<file path="src/rtl/spram_arb_if.sv">
// Bus bundle between the two requesters, the arbiter and the wait-state SRAM.
// slave = arbiter view, master = environment view (requesters plus memory).
interface spram_arb_if #(
  parameter int DW = 8,
  parameter int AW = 8
);
  logic          req0, req1;
  logic          we0, we1;
  logic [AW-1:0] addr0, addr1;
  logic [DW-1:0] wdata0, wdata1;
  logic          ack0, ack1;
  logic          rvalid0, rvalid1;
  logic [DW-1:0] rdata;
  logic          m_ce, m_we, m_oe;
  logic [AW-1:0] m_addr_w, m_addr_r;
  logic [DW-1:0] m_wdata;
  logic [DW-1:0] m_rdata;
  logic          m_valid;

  modport slave (
    input  req0, req1, we0, we1, addr0, addr1, wdata0, wdata1, m_rdata, m_valid,
    output ack0, ack1, rvalid0, rvalid1, rdata,
    output m_ce, m_we, m_oe, m_addr_w, m_addr_r, m_wdata
  );

  modport master (
    output req0, req1, we0, we1, addr0, addr1, wdata0, wdata1, m_rdata, m_valid,
    input  ack0, ack1, rvalid0, rvalid1, rdata,
    input  m_ce, m_we, m_oe, m_addr_w, m_addr_r, m_wdata
  );
endinterface

</file>
<file path="src/rtl/spram_arb.sv">
// Two-requester round-robin arbiter/sequencer for a stall-capable single-port SRAM.
// Optional WAIT-cycle statistics counters enabled by defining SPRAM_ARB_STAT_EN.
module spram_arb #(
  parameter int DW        = 8,
  parameter int AW        = 8,
  parameter int MAX_BURST = 4
) (
  input  logic        clk,
  input  logic        rst,
  spram_arb_if.slave  bus
`ifdef SPRAM_ARB_STAT_EN
  ,
  output logic [15:0] stall_cnt0,
  output logic [15:0] stall_cnt1
`endif
);

  typedef enum logic [1:0] {S_IDLE, S_ISSUE, S_WAIT} state_t;

  state_t        r_state;
  logic          r_win, r_we, r_rr, r_last;
  logic [AW-1:0] r_addr;
  logic [DW-1:0] r_wdata, r_rdata;
  logic [3:0]    r_burst;
  logic          r_ack0, r_ack1, r_rvalid0, r_rvalid1;
  logic          r_m_ce, r_m_we, r_m_oe;

  logic          w_req0, w_req1, w_win, w_we, w_done;
  logic [AW-1:0] w_addr;
  logic [DW-1:0] w_wdata;
  logic [3:0]    w_burst;

  // A read is acked in the IDLE cycle that follows it, while the requester
  // still holds req; masking stops that same request being granted twice.
  assign w_req0 = bus.req0 & ~r_ack0;
  assign w_req1 = bus.req1 & ~r_ack1;

  always_comb begin
    w_win = w_req1;
    if (w_req0 && w_req1)
      w_win = (r_burst == 4'(MAX_BURST)) ? ~r_last : r_rr;
  end

  assign w_we    = w_win ? bus.we1    : bus.we0;
  assign w_addr  = w_win ? bus.addr1  : bus.addr0;
  assign w_wdata = w_win ? bus.wdata1 : bus.wdata0;
  assign w_burst = (w_win != r_last)             ? 4'd1 :
                   (r_burst == 4'(MAX_BURST))    ? r_burst : r_burst + 4'd1;
  assign w_done  = bus.m_valid &&
                   ((r_state == S_ISSUE && !r_we) || r_state == S_WAIT);

  always_ff @(posedge clk or negedge rst) begin
    if (!rst) begin
      r_state   <= S_IDLE;
      r_win     <= 1'b0;
      r_we      <= 1'b0;
      r_rr      <= 1'b0;
      r_last    <= 1'b0;
      r_addr    <= '0;
      r_wdata   <= '0;
      r_rdata   <= '0;
      r_burst   <= 4'd0;
      r_ack0    <= 1'b0;
      r_ack1    <= 1'b0;
      r_rvalid0 <= 1'b0;
      r_rvalid1 <= 1'b0;
      r_m_ce    <= 1'b0;
      r_m_we    <= 1'b0;
      r_m_oe    <= 1'b0;
    end else begin
      r_ack0    <= 1'b0;
      r_ack1    <= 1'b0;
      r_rvalid0 <= 1'b0;
      r_rvalid1 <= 1'b0;
      case (r_state)
        S_IDLE: begin
          if (w_req0 || w_req1) begin
            r_win   <= w_win;
            r_we    <= w_we;
            r_addr  <= w_addr;
            r_wdata <= w_wdata;
            r_rr    <= ~w_win;
            r_last  <= w_win;
            r_burst <= w_burst;
            r_m_ce  <= 1'b1;
            r_m_we  <= w_we;
            r_m_oe  <= ~w_we;
            // Writes are acknowledged in the ISSUE cycle itself.
            r_ack0  <= w_we & ~w_win;
            r_ack1  <= w_we & w_win;
            r_state <= S_ISSUE;
          end
        end
        S_ISSUE: begin
          if (r_we || bus.m_valid) begin
            r_m_ce  <= 1'b0;
            r_m_we  <= 1'b0;
            r_m_oe  <= 1'b0;
            r_state <= S_IDLE;
          end else begin
            r_state <= S_WAIT;
          end
        end
        S_WAIT: begin
          if (bus.m_valid) begin
            r_m_ce  <= 1'b0;
            r_m_oe  <= 1'b0;
            r_state <= S_IDLE;
          end
        end
        default: r_state <= S_IDLE;
      endcase
      if (w_done) begin
        r_rdata   <= bus.m_rdata;
        r_ack0    <= ~r_win;
        r_ack1    <= r_win;
        r_rvalid0 <= ~r_win;
        r_rvalid1 <= r_win;
      end
    end
  end

  assign bus.ack0     = r_ack0;
  assign bus.ack1     = r_ack1;
  assign bus.rvalid0  = r_rvalid0;
  assign bus.rvalid1  = r_rvalid1;
  assign bus.rdata    = r_rdata;
  assign bus.m_ce     = r_m_ce;
  assign bus.m_we     = r_m_we;
  assign bus.m_oe     = r_m_oe;
  assign bus.m_addr_w = r_addr;
  assign bus.m_addr_r = r_addr;
  assign bus.m_wdata  = r_wdata;

`ifdef SPRAM_ARB_STAT_EN
  logic [15:0] r_stall0, r_stall1;

  always_ff @(posedge clk or negedge rst) begin
    if (!rst) begin
      r_stall0 <= 16'd0;
      r_stall1 <= 16'd0;
    end else if (r_state == S_WAIT) begin
      if (r_win && r_stall1 != 16'hFFFF)
        r_stall1 <= r_stall1 + 16'd1;
      else if (!r_win && r_stall0 != 16'hFFFF)
        r_stall0 <= r_stall0 + 16'd1;
    end
  end

  assign stall_cnt0 = r_stall0;
  assign stall_cnt1 = r_stall1;
`endif

endmodule

</file>
<file path="src/flat_wrapper.sv">
// flat-port wrapper written by rule: the top's interface ports become plain ports
module spram_arb_flat 
#(
  parameter int DW        = 8,
  parameter int AW        = 8,
  parameter int MAX_BURST = 4
)
  (clk, rst, bus_req0, bus_req1, bus_we0, bus_we1, bus_addr0, bus_addr1, bus_wdata0, bus_wdata1, bus_m_rdata, bus_m_valid, bus_ack0, bus_ack1, bus_rvalid0, bus_rvalid1, bus_rdata, bus_m_ce, bus_m_we, bus_m_oe, bus_m_addr_w, bus_m_addr_r, bus_m_wdata);
  spram_arb_if #(.DW(DW), .AW(AW)) bus_i ();
  input  logic clk;
  input  logic rst;
  input wire logic [$bits(bus_i.req0)-1:0] bus_req0;
  input wire logic [$bits(bus_i.req1)-1:0] bus_req1;
  input wire logic [$bits(bus_i.we0)-1:0] bus_we0;
  input wire logic [$bits(bus_i.we1)-1:0] bus_we1;
  input wire logic [$bits(bus_i.addr0)-1:0] bus_addr0;
  input wire logic [$bits(bus_i.addr1)-1:0] bus_addr1;
  input wire logic [$bits(bus_i.wdata0)-1:0] bus_wdata0;
  input wire logic [$bits(bus_i.wdata1)-1:0] bus_wdata1;
  input wire logic [$bits(bus_i.m_rdata)-1:0] bus_m_rdata;
  input wire logic [$bits(bus_i.m_valid)-1:0] bus_m_valid;
  output wire logic [$bits(bus_i.ack0)-1:0] bus_ack0;
  output wire logic [$bits(bus_i.ack1)-1:0] bus_ack1;
  output wire logic [$bits(bus_i.rvalid0)-1:0] bus_rvalid0;
  output wire logic [$bits(bus_i.rvalid1)-1:0] bus_rvalid1;
  output wire logic [$bits(bus_i.rdata)-1:0] bus_rdata;
  output wire logic [$bits(bus_i.m_ce)-1:0] bus_m_ce;
  output wire logic [$bits(bus_i.m_we)-1:0] bus_m_we;
  output wire logic [$bits(bus_i.m_oe)-1:0] bus_m_oe;
  output wire logic [$bits(bus_i.m_addr_w)-1:0] bus_m_addr_w;
  output wire logic [$bits(bus_i.m_addr_r)-1:0] bus_m_addr_r;
  output wire logic [$bits(bus_i.m_wdata)-1:0] bus_m_wdata;
  assign bus_i.req0 = bus_req0;
  assign bus_i.req1 = bus_req1;
  assign bus_i.we0 = bus_we0;
  assign bus_i.we1 = bus_we1;
  assign bus_i.addr0 = bus_addr0;
  assign bus_i.addr1 = bus_addr1;
  assign bus_i.wdata0 = bus_wdata0;
  assign bus_i.wdata1 = bus_wdata1;
  assign bus_i.m_rdata = bus_m_rdata;
  assign bus_i.m_valid = bus_m_valid;
  assign bus_ack0 = bus_i.ack0;
  assign bus_ack1 = bus_i.ack1;
  assign bus_rvalid0 = bus_i.rvalid0;
  assign bus_rvalid1 = bus_i.rvalid1;
  assign bus_rdata = bus_i.rdata;
  assign bus_m_ce = bus_i.m_ce;
  assign bus_m_we = bus_i.m_we;
  assign bus_m_oe = bus_i.m_oe;
  assign bus_m_addr_w = bus_i.m_addr_w;
  assign bus_m_addr_r = bus_i.m_addr_r;
  assign bus_m_wdata = bus_i.m_wdata;
  spram_arb #(.DW(DW), .AW(AW), .MAX_BURST(MAX_BURST)) u_core (.clk(clk), .rst(rst), .bus(bus_i));
endmodule
</file>
<file path="config.mk">
export PLATFORM = sky130hd
export DESIGN_NAME = spram_arb_flat
export DESIGN_NICKNAME = d
export VERILOG_FILES = /design/src/rtl/spram_arb_if.sv /design/src/rtl/spram_arb.sv /design/src/flat_wrapper.sv
export SDC_FILE = /design/constraint.sdc
export NUM_CORES = 1
export LEC_CHECK = 0
export BUFFER_PORTS_ARGS = -buffer_cell sky130_fd_sc_hd__buf_4
export CAP_MARGIN = 20
export CORE_AREA = 2 2 77 79
export DETAILED_ROUTE_END_ITERATION = 16
export DIE_AREA = 0 0 79 81
export GPL_TIMING_DRIVEN = 0
export PLACE_DENSITY = 0.66
export SLEW_MARGIN = 10
export SYNTH_ARGS = -nofsm -noshare
export SYNTH_HDL_FRONTEND = slang
export SYNTH_SLANG_ARGS = --single-unit
</file>
<file path="constraint.sdc">
create_clock -name clk -period 5.09 [get_ports clk]
set_input_delay 0.7635 -clock clk [delete_from_list [all_inputs] [get_ports clk]]
set_output_delay 0.7635 -clock clk [all_outputs]
set_load 0.05 [all_outputs]
</file>
==> results.cfg <==
[pwr]
switching_power_mw = 1.16
leakagePower_nw = 1.40
p_seq_share_pct = 25.7
clockPowerShare_pct = 9.4
internal-power_mw = 1.07
combPwrFrac_pct = 64.9
vdd_ir_drop_max_uv = 395
p_sw_share_pct = 52.0
p_per_area_mw_per_mm2 = 754

[clocking]
cts_tree = yes
post_cts_buffers = 0
clk_pin_slew_ns = 0.09
cts_buffers = 5
cts_buffer_depth = 2
cts_max_level = 2
clock-sinks = 40
root_buffer = clkbuf_8
worst_skew_pair.late_latency_ns = 0.30
cts-hold-fix-buffers = 0
cts_resized = 0

[floorplan]
die_h_um = 81
pin_count = 86
die_x_um = 79
core_area_mm2 = 0.00568
die_area_mm2 = 0.00640
placementRows = 28
initial_core_util_pct = 38.0

[setup_path]
worstPathMaxFanout = 10
critPathLaunchType = register
crit_required_ns = 5.27
path_cells = inv_1 > ha_1 > nor2b_1 > o21ai_0 > buf_4 > mux2_2
arrival_ns = 2.23
path_class = reg2reg
slowest_stage = o21ai_0
critPathCaptureType = register
critPathMaxStageDelay_ns = 0.44

[yosys]
seq_area_frac_synth_pct = 46.4
ys.flop_type = dfrtp_1
yosys_warnings = 0
yosys.area_share.simple_pct = 16.9
synth_compound_area_share_pct = 18.6
synth_mux_area_share_pct = 6.85
syn_inst = 211
yosys.area.top_type = dfrtp_1
syn_area_mm2 = 0.00216
synth-seq-cells = 40
syn_avg_cell_area_um2 = 10.2
synth_xor_area_share_pct = 0
synth_edf_count = 0
synth.area.top_cells = dfrtp_1 (46%), a31oi_1 (4.9%), o21ai_0 (4.9%)
synth_adder_area_share_pct = 3.48
postSynth.asyncResetShare_pct = 100
synth_cell_types = 50
synth_top_area_share_pct = 46.4
synth_fp_nets = 264
synth_top_family_by_area = compound AO/OA/AOI/OAI gates

[drt]
vias_per_cell = 5.21
drtIter0Drc = 117
ant_nets = 0
wire_per_inst_um = 15.0
first_pass_iters = 4
vias = 1968
drc = 0
wl_mm = 5.68

[global_route]
grt_pass1_vias = 1907
antenna_found_initial = 0
grt_overflow = 0
grt_max_degree = 41
grt_use_total_pct = 17.9
grt_pass1_wl_mm = 9.03

[final_layout]
antennaDiodeCount = 0
nets = 356
n_fill_cell = 547
final_area_mm2 = 0.00297
area_delta_synth_final_pct = 37.7
drive_gt1_share_pct = 42.6

[place]
dp_hpwl_mm = 4.15
gp_congestion = 0.795
placed_cell_area_mm2 = 0.00289
io_buffers = 85

[sta]
rsz0062_at_grt = no
fin_skew_ns = 0.0111
setup_viol = 0
finalHoldViolCount = 0
setup_tns_ns = 0
fin_crit_ns = 2.05
max_freq_ghz = 0.488
timing.final.crit_share_pct = 40.3
slew_violations = 0
relSlewSlack_pct = 63.1
worst_pin_slew_ns = 0.547

[hold_path]
holdCritPathClass = in2async

[job]
max-cap-violations = 0

[status]
status = completed
-- layout by cell type (no fill, tap or decap), drive strengths merged, types with 2 or more instances in the layout --
master / n
and3b: 2
a21oi: 4
a31oi: 17
and3: 2
ha: 6
nor3: 2
nor2: 24
o31ai: 2
dfrtp: 40
or3: 2
o22ai: 2
mux2: 9
mux2i: 3
buf: 102
o21ai: 23
nand2b: 3
o31a: 2
inv: 6
nor3b: 2
clkbuf: 8
nor2b: 3
nand2: 2
nand3: 19
a22o: 2
-- flip-flops by register name, summed over array words and instances (netlist names) --
name                 count
u_core.bus.rvalid1       1
u_core.bus.rdata         8
u_core.bus.m_wdata       8
u_core.bus.ack0          1
u_core.r_we              1
u_core.bus.m_addr_r      8
u_core.r_win             1
u_core.r_burst           4
u_core.r_state           2
u_core.r_rr              1
u_core.bus.m_we          1
u_core.bus.m_oe          1
u_core.bus.ack1          1
u_core.bus.rvalid0       1
u_core.bus.m_ce          1
-- Yosys cell counts (4+ instances only) --
cell / number
dfrtp_1: 40
nor2_1: 23
a31oi_1: 17
ha_1: 6
buf_6: 4
nand3_1: 19
inv_1: 6
mux2_2: 8
buf_4: 9
o21ai_0: 21
a21oi_1: 4
buf_2: 4
-- path summary, 6_finish.rpt --
path	start	depth (start not counted)	to	slack, ns
min reg2reg	u_core.bus.rdata[6]	1	u_core.bus.rdata[6]	0.51
min in group clk	u_core.bus.rdata[6]	1	u_core.bus.rdata[6]	0.51
min	rst	1	u_core.bus.m_addr_r[7]	0.42
max in group asynchronous	rst	1	u_core.bus.rvalid0	4.29
max	u_core.r_state[1]	6	u_core.bus.rdata[7]	3.04
max reg2reg	u_core.r_state[1]	6	u_core.bus.rdata[7]	3.04
-- logic make-up after synthesis --
family | count (synthesis)
compound gates | 61
simple gates | 66
flops | 40
fa+ha+maj | 6
mux | 12
buf+inv | 26
-- worst max-delay path, delay by kind of cell, from the launching register on --
kind                     cells  cell delay (ns)
AO/OA/AOI/OAI                1             0.44
flip-flops                   1             0.39
buffers and inverters        2             0.35
multiplexers                 1             0.34
adder cells (fa/ha/maj)      1             0.25
AND/OR/NAND/NOR              1             0.15
-- per-layer routing --
metal	global-route usage, %	routed length, um	vias to the layer above	part of all wire, %
met5	0	0	-	0
met4	5.86	78	0	1.4
met3	4.33	285	6	5.0
met2	29.7	2850	62	50
met1	23.1	2470	951	44
li1	-	-	949	-
-- final cells by class --
| class | instances | area [um^2] | share of cell area, % |
|---|---|---|---|
| Inverter | 6 | 22.5 | 0.759 |
| Timing Repair Buffer | 85 | 638 | 21.5 |
| Buffer | 20 | 144 | 4.85 |
| Multi-Input combinational cell | 145 | 988 | 33.3 |
| Clock inverter | 2 | 12.5 | 0.421 |
| Tap cell | 75 | 93.8 | 3.16 |
| Clock buffer | 5 | 68.8 | 2.32 |
| Sequential cell | 40 | 1000 | 33.7 |
-- power groups by stage --
stage          clock network [mW]  logic, mW  registers, mW
2_1_floorplan                   0      0.650          0.975
3_3_place_gp                    0       1.45          0.578
3_5_place_dp                    0       1.46          0.584
4_1_cts                     0.216       1.46          0.578
5_1_grt                     0.230       1.56          0.597
6_report                    0.210       1.45          0.577
-- per-stage QoR --
| stage | utilization (%) | worst slack, ns | hold WS (ns) | total power [mW] | std cells |
|---|---|---|---|---|---|
| 6_report | 52.3 | 3.04 | 0.421 | 2.24 | 378 |
| 5_1_grt | 52.3 | 2.87 | 0.462 | 2.38 | 378 |
| 4_1_cts | 52.3 | 3.04 | 0.450 | 2.25 | 378 |
| 3_5_place_dp | 50.9 | 2.86 | 0.495 | 2.04 | 371 |
| 3_3_place_gp | 50.9 | 2.88 | 0.491 | 2.03 | 371 |
| 2_1_floorplan | - | 3.30 | 0.468 | 1.63 | 211 |
No activity file was read; power rests on OpenSTA's default activity.
